[src/rtl/interval_scheduler_pkg.sv]
// Shared definitions for the interval scheduler: FSM state encoding and default sizes.
package interval_sched_pkg;
  localparam int DEF_NUM_REQ = 4;
  localparam int DEF_CNT_W   = 4;

  typedef enum logic [1:0] {
    IDLE  = 2'd0,
    CLEAR = 2'd1,
    RUN   = 2'd2,
    DONE  = 2'd3
  } state_t;
endpackage

[src/rtl/interval_scheduler_if.sv]
// Request/grant bundle between client logic (master) and the interval scheduler (slave).
// abort/aborted exist only when INTERVAL_SCHED_ABORT_EN is defined.
interface interval_scheduler_if import interval_sched_pkg::*; #(
  parameter int NUM_REQ = DEF_NUM_REQ,
  parameter int CNT_W   = DEF_CNT_W
) ();
  // req is a level held by a client until its done pulse; len is sampled when the grant is taken.
  logic [NUM_REQ-1:0]       req;
  logic [NUM_REQ*CNT_W-1:0] len;
  logic [NUM_REQ-1:0]       gnt;
  logic [NUM_REQ-1:0]       done;
  logic                     busy;
  logic [CNT_W-1:0]         count_out;
`ifdef INTERVAL_SCHED_ABORT_EN
  logic                     abort;
  logic                     aborted;

  modport master (output req, len, abort, input gnt, done, busy, count_out, aborted);
  modport slave  (input req, len, abort, output gnt, done, busy, count_out, aborted);
`else
  modport master (output req, len, input gnt, done, busy, count_out);
  modport slave  (input req, len, output gnt, done, busy, count_out);
`endif
endinterface

[src/rtl/interval_scheduler_count_core.sv]
// Shared CNT_W-bit up-counter with synchronous clear and enable; clear wins over enable.
module interval_count_core #(
  parameter int CNT_W = 4
) (
  input  logic             clock,
  input  logic             reset,
  input  logic             clear,
  input  logic             enable,
  output logic [CNT_W-1:0] count
);
  always_ff @(posedge clock) begin
    if (reset || clear) count <= '0;
    else if (enable)    count <= count + 1'b1;
  end
endmodule

[src/rtl/interval_scheduler.sv]
// Round-robin scheduler sequencing one shared counter for NUM_REQ interval requesters.
// Optional abort feature: define INTERVAL_SCHED_ABORT_EN.
module interval_scheduler import interval_sched_pkg::*; #(
  parameter int NUM_REQ = DEF_NUM_REQ,
  parameter int CNT_W   = DEF_CNT_W
) (
  input  logic                 clock,
  input  logic                 reset,
  interval_scheduler_if.slave  bus,
  output state_t               state_dbg
);
  localparam int IDX_W = (NUM_REQ > 1) ? $clog2(NUM_REQ) : 1;

  state_t             state, state_n;
  logic [IDX_W-1:0]   rr_ptr, idx_q, pick, cand;
  logic               found;
  logic [CNT_W-1:0]   len_q, count;
  logic               cnt_clear, cnt_en, abort_in;
  logic [NUM_REQ-1:0] gnt_q, done_q;
  logic               busy_q;

`ifdef INTERVAL_SCHED_ABORT_EN
  assign abort_in = bus.abort;
`else
  assign abort_in = 1'b0;
`endif

  // Search starts at rr_ptr and wraps, so the last-served requester goes to the back.
  always_comb begin
    found = 1'b0;
    pick  = '0;
    cand  = '0;
    for (int k = 0; k < NUM_REQ; k++) begin
      if (int'(rr_ptr) + k >= NUM_REQ) cand = IDX_W'(int'(rr_ptr) + k - NUM_REQ);
      else                             cand = IDX_W'(int'(rr_ptr) + k);
      if (!found && bus.req[cand]) begin
        found = 1'b1;
        pick  = cand;
      end
    end
  end

  always_comb begin
    state_n   = state;
    cnt_clear = 1'b0;
    cnt_en    = 1'b0;
    case (state)
      IDLE:  if (found) state_n = CLEAR;
      CLEAR: begin
        if (abort_in) state_n = DONE;
        else begin
          cnt_clear = 1'b1;
          state_n   = RUN;
        end
      end
      RUN: begin
        if (abort_in || count == len_q) state_n = DONE;
        else                            cnt_en  = 1'b1;
      end
      DONE:    state_n = IDLE;
      default: state_n = IDLE;
    endcase
  end

  // Outputs are registered from state_n so they line up with the state they describe.
  always_ff @(posedge clock) begin
    if (reset) begin
      state  <= IDLE;
      rr_ptr <= '0;
      idx_q  <= '0;
      len_q  <= '0;
      gnt_q  <= '0;
      done_q <= '0;
      busy_q <= 1'b0;
    end else begin
      state  <= state_n;
      busy_q <= (state_n != IDLE);
      done_q <= (state_n == DONE) ? (NUM_REQ'(1) << idx_q) : '0;
      if (state == IDLE && found) begin
        idx_q <= pick;
        len_q <= bus.len[pick*CNT_W +: CNT_W];
        gnt_q <= NUM_REQ'(1) << pick;
      end else if (state_n == IDLE) begin
        gnt_q <= '0;
      end
      if (state == DONE)
        rr_ptr <= (idx_q == IDX_W'(NUM_REQ-1)) ? '0 : idx_q + 1'b1;
    end
  end

`ifdef INTERVAL_SCHED_ABORT_EN
  logic aborted_q;
  always_ff @(posedge clock) begin
    if (reset) aborted_q <= 1'b0;
    else       aborted_q <= abort_in && (state == CLEAR || state == RUN);
  end
  assign bus.aborted = aborted_q;
`endif

  interval_count_core #(.CNT_W(CNT_W)) u_count_core (
    .clock  (clock),
    .reset  (reset),
    .clear  (cnt_clear),
    .enable (cnt_en),
    .count  (count)
  );

  assign bus.gnt       = gnt_q;
  assign bus.done      = done_q;
  assign bus.busy      = busy_q;
  assign bus.count_out = count;
  assign state_dbg     = state;
endmodule
[src/flat_wrapper.sv]
// flat-port wrapper written by rule: the top's interface ports become plain ports
module interval_scheduler_flat import interval_sched_pkg::*;
#(
  parameter int NUM_REQ = DEF_NUM_REQ,
  parameter int CNT_W   = DEF_CNT_W
)
  (clock, reset, state_dbg, bus_req, bus_len, bus_gnt, bus_done, bus_busy, bus_count_out);
  interval_scheduler_if #(.NUM_REQ(NUM_REQ), .CNT_W(CNT_W)) bus_i ();
  input  logic clock;
  input  logic reset;
  output state_t state_dbg;
  input wire logic [$bits(bus_i.req)-1:0] bus_req;
  input wire logic [$bits(bus_i.len)-1:0] bus_len;
  output wire logic [$bits(bus_i.gnt)-1:0] bus_gnt;
  output wire logic [$bits(bus_i.done)-1:0] bus_done;
  output wire logic [$bits(bus_i.busy)-1:0] bus_busy;
  output wire logic [$bits(bus_i.count_out)-1:0] bus_count_out;
  assign bus_i.req = bus_req;
  assign bus_i.len = bus_len;
  assign bus_gnt = bus_i.gnt;
  assign bus_done = bus_i.done;
  assign bus_busy = bus_i.busy;
  assign bus_count_out = bus_i.count_out;
  interval_scheduler #(.NUM_REQ(NUM_REQ), .CNT_W(CNT_W)) u_core (.clock(clock), .reset(reset), .bus(bus_i), .state_dbg(state_dbg));
endmodule
[config.mk]
export PLATFORM = sky130hd
export DESIGN_NAME = interval_scheduler_flat
export DESIGN_NICKNAME = d
export VERILOG_FILES = /design/src/rtl/interval_scheduler_pkg.sv /design/src/rtl/interval_scheduler_if.sv /design/src/rtl/interval_scheduler_count_core.sv /design/src/rtl/interval_scheduler.sv /design/src/flat_wrapper.sv
export SDC_FILE = /design/constraint.sdc
export NUM_CORES = 1
export LEC_CHECK = 0
export CORE_MARGIN = 3
export CORE_UTILIZATION = 35
export DETAILED_ROUTE_END_ITERATION = 10
export GPL_TIMING_DRIVEN = 0
export PLACE_DENSITY = 0.68
export SYNTH_ARGS = -nofsm -noshare
export SYNTH_HDL_FRONTEND = slang
export SYNTH_HIERARCHICAL = 1
export SYNTH_SLANG_ARGS = --single-unit
[constraint.sdc]
create_clock -name clock -period 2.84 [get_ports clock]
set_clock_uncertainty 0.05 [all_clocks]
set_input_delay 0.852 -clock clock [delete_from_list [all_inputs] [get_ports clock]]
set_output_delay 0.852 -clock clock [all_outputs]
set_load 0.005 [all_outputs]
==> impl_metrics.ini, run 1 <==
[worst_setup_path]
crit_path_top_delay_cell = sky130_fd_sc_hd__clkdlybuf4s50_1
reg2reg_launch_point = u_core/rr_ptr[1]
arrival_time_of_data_at_the_critical_path_endpoint_ps = 2710
crit-reg2reg-capture = u_core/len_q[1]
worst_setup_path_start_kind = primary input
critical_path_peak_fanout = 9
rr_worst_depth = 6
crit_end_element = flip-flop
internal_reg_to_reg_setup_slack_ps = 860
cp_cell_sequence = clkdlybuf4s50_1, nor2_1, or4_4, and2_1, buf_6, o41ai_1, nor4_1
largest_stage_delay_on_the_critical_path_ps = 540
critical_path_class = in -> reg
crit_required_ps = 2990

[timing]
final_min_period_over_clock_period_pct = 90.4
slew_headroom_pct = 64.5
hold_violations = 0
max_freq_ghz = 0.390
timing_max_transition_violations_final = 0
setup-violations-final = 0
max_slew.worst_pin.slew_ps = 525
fin_crit_ps = 2570
grt_setup_unrepaired = no
final.setup.worst_slack_ps = 274

[clock_tree]
cts-root-to-sink-buffers = 2
cts_setup_buffers = 0
cts.hold.buffers_added = 0
post_cts.resized_instances = 0
htree_levels = 1
tritoncts = done
reg_clk_slew_reported_paths_ps = 130
clkSinkCount = 23
cts-root-buf = sky130_fd_sc_hd__clkbuf_4
insertion_delay_ps = 310
numCtsBuffers = 3

[global_routing]
grt_start_max_net_pins = 14
grt-ovfl-total = 0
globalRouteTotalUtil_pct = 15.4
gr-usage-met1_pct = 18.2
grt.met3_usage_pct = 2.05
gr_layer_usage_met2_pct = 27.4
grt_pass1_vias = 1204
global_route_wire_length_before_repair_um = 5220
antenna_found_initial = 0
busiest_layer = met2

[min_path]
min-delay-start = u_core/bus.gnt[0]
whs_path_depth = 2
min-delay-path-class = reg -> reg
hold_end = u_core/bus.gnt[0]

[synthesis]
synth_top_cells_by_area = sky130_fd_sc_hd__dfxtp_1 (37%), sky130_fd_sc_hd__ha_1 (7.1%), sky130_fd_sc_hd__mux2i_1 (4.1%)
synth_nets = 168
async_reset_ff_share_pct = 0
post_synth_mux_area_share_pct = 4.98
synthXorXnorAreaFrac_pct = 3.56
post_synth.cell_area_avg_um2 = 8.86
yosys.cell_types.count = 38
syn_inst = 139
synth-edff-count = 0
most_instantiated_library_cell_after_synthesis = sky130_fd_sc_hd__dfxtp_1
synth_seq_cells = 23
seq_area_frac_synth_pct = 37.4
syn_area_um2 = 1230
synth-main-ff-cell = sky130_fd_sc_hd__dfxtp_1
main_combinational_cell_family_by_area_after_synthesis = simple AND/OR/NAND/NOR gates
synthesized_area_fraction_occupied_by_adder_cells_pct = 7.11
ys_top_cells_by_count = sky130_fd_sc_hd__dfxtp_1 (23), sky130_fd_sc_hd__nor2_1 (12), sky130_fd_sc_hd__nand2_1 (9)
yosysTopAreaCellShare_pct = 37.4
synth_compound_area_share_pct = 15.5
synth_area_leader_cell = sky130_fd_sc_hd__dfxtp_1
yosys_warnings = 6
synthSimpleGateAreaFrac_pct = 26.3

[final_layout]
fillCellCount = 336
instances_no_fill = 223
area_growth_pct = 36.0
layout-drive-gt1-share_pct = 7.26
area_of_combinational_cells_with_multiple_inputs_um2 = 708
post-route-cell-area_um2 = 1670
regArea_um2 = 460
antenna_cells = 0
final_net_count = 209

[pwr]
switchingPower_mw = 0.333
total_leakage_power_nw = 0.599
cell_internal_pwr_mw = 0.612
power.share.clock_pct = 16.2
power.sequential.fraction_pct = 43.3
totalPowerFinal_mw = 0.945
max-vdd-ir-drop_uv = 212
swShare_pct = 35.2
comb_power_share_pct = 40.4
power_per_cell_area_nw_per_um2 = 564

[route]
detail_route.first_pass.iterations = 4
drt-initial-drc-count = 37
post-route-drc-count = 0
dr_total_vias = 1162
drt-total-wl_um = 3080
routedWlPerCell_um = 13.8
ant_nets = 0
detail_route.vias_per_cell = 5.21

[die]
initial_core_utilization_pct = 38.4
top_level_ports = 37
floorplan.die_area_um2 = 4270
die_x_um = 65.3
floorplan.die.height_um = 65.3
core.rowCount = 20
design.core.area_um2 = 3200

[placed_design]
dp.final_hpwl_um = 2410
placed_instance_area_um2 = 1650
place.port_buffers = 36
setup_slack_at_placement_ps = -41.3
gp_congestion = 0.875
number_of_cells_after_detailed_placement = 219

[status]
outcome = completed

[job]
max_cap_viol_count = 0
-- cell type report --
type	instances	share of cell area, %
multi-input cells	104	42.3
flip-flops and latches	23	27.5
inverters	7	1.57
repair buffers	36	21.5
clock inverters	1	0.299
plain buffers	5	2.17
clock buffers	3	1.35
well taps	44	3.29
-- power by group through the flow --
stage	clock [mW]	sequential (mW)	combinational, mW
floorplan	0	0.411	0.238
global placement	0	0.415	0.368
detailed placement	0	0.418	0.378
CTS	0.161	0.410	0.382
global route	0.174	0.417	0.428
finish	0.153	0.409	0.382
-- worst max-delay path by stage --
stage	start	to	slack (ps)	depth (start not counted)
after floorplan	bus_req[0]	u_core/len_q[1]	570	6
after global placement	bus_req[1]	u_core/len_q[2]	-20	7
after detailed placement	bus_req[1]	u_core/len_q[2]	-40	7
after CTS	bus_req[1]	u_core/len_q[1]	290	7
after global routing	bus_req[2]	u_core/bus.gnt[2]	130	6
final	bus_req[1]	u_core/len_q[2]	270	7
-- worst max-delay path: cells and delay by family --
family	cells	cell delay, ps
and+or+nand+nor	4	850
buffers and inverters	2	670
AOI/OAI and AO/OA	1	320
-- logic make-up after synthesis --
logic type      Yosys count
fa+ha+maj                 7
xor+xnor                  5
mux                       6
simple gates             60
compound gates           26
buf+inv                  12
flops                    23
-- stage by stage --
step	TNS, ps	hold WS, ps	utilization (%)
detailed placement	-175	420	51.4
floorplan	0	399	-
finish	0	434	52.3
global route	0	478	52.3
global placement	-31.8	411	51.4
CTS	0	441	52.3
-- layer usage --
layer | part of all wire (%) | up-vias
li1 | - | 588
met1 | 43 | 550
met2 | 52 | 22
met3 | 3.9 | 2
met4 | 0.88 | 0
met5 | 0 | -
-- registers in the layout, indices dropped and copies added (netlist names) --
name	count
u_core/bus.busy	1
u_core/bus.done	4
u_core/bus.gnt	4
u_core/idx_q	2
u_core/len_q	4
u_core/rr_ptr	2
u_core/state_dbg	2
u_core/u_count_core/count	4
-- cells in the final DEF, fill, tap and decap left out, types with 5 or more instances in the layout --
master                            count
sky130_fd_sc_hd__clkdlybuf4s50_1     36
sky130_fd_sc_hd__dfxtp_1             23
sky130_fd_sc_hd__nor2_1              12
sky130_fd_sc_hd__nand2_1              9
sky130_fd_sc_hd__inv_1                7
sky130_fd_sc_hd__nand3_1              7
sky130_fd_sc_hd__ha_1                 7
sky130_fd_sc_hd__nor4_1               6
sky130_fd_sc_hd__xnor2_1              5
sky130_fd_sc_hd__mux2i_1              5
sky130_fd_sc_hd__nand2b_1             5
sky130_fd_sc_hd__nor3_1               5
Note: power is estimated with default switching activity, not from simulation.
==> run 2, diff against run 1 <==
--- a/config.mk
+++ b/config.mk
@@ -7,6 +7,7 @@
 export LEC_CHECK = 0
 export CORE_MARGIN = 3
 export CORE_UTILIZATION = 35
+export CTS_CLUSTER_DIAMETER = 40
 export DETAILED_ROUTE_END_ITERATION = 10
 export GPL_TIMING_DRIVEN = 0
 export PLACE_DENSITY = 0.68
==> results of run 2 <==
The final DEF is identical to that of run 1; final timing and power are the same.
==> run 3, diff against run 2 <==
--- a/config.mk
+++ b/config.mk
@@ -8,6 +8,7 @@
 export CORE_MARGIN = 3
 export CORE_UTILIZATION = 35
 export CTS_CLUSTER_DIAMETER = 40
+export CTS_CLUSTER_SIZE = 8
 export DETAILED_ROUTE_END_ITERATION = 10
 export GPL_TIMING_DRIVEN = 0
 export PLACE_DENSITY = 0.68
==> results of run 3 <==
The final DEF is identical to that of run 1; final timing and power are the same.
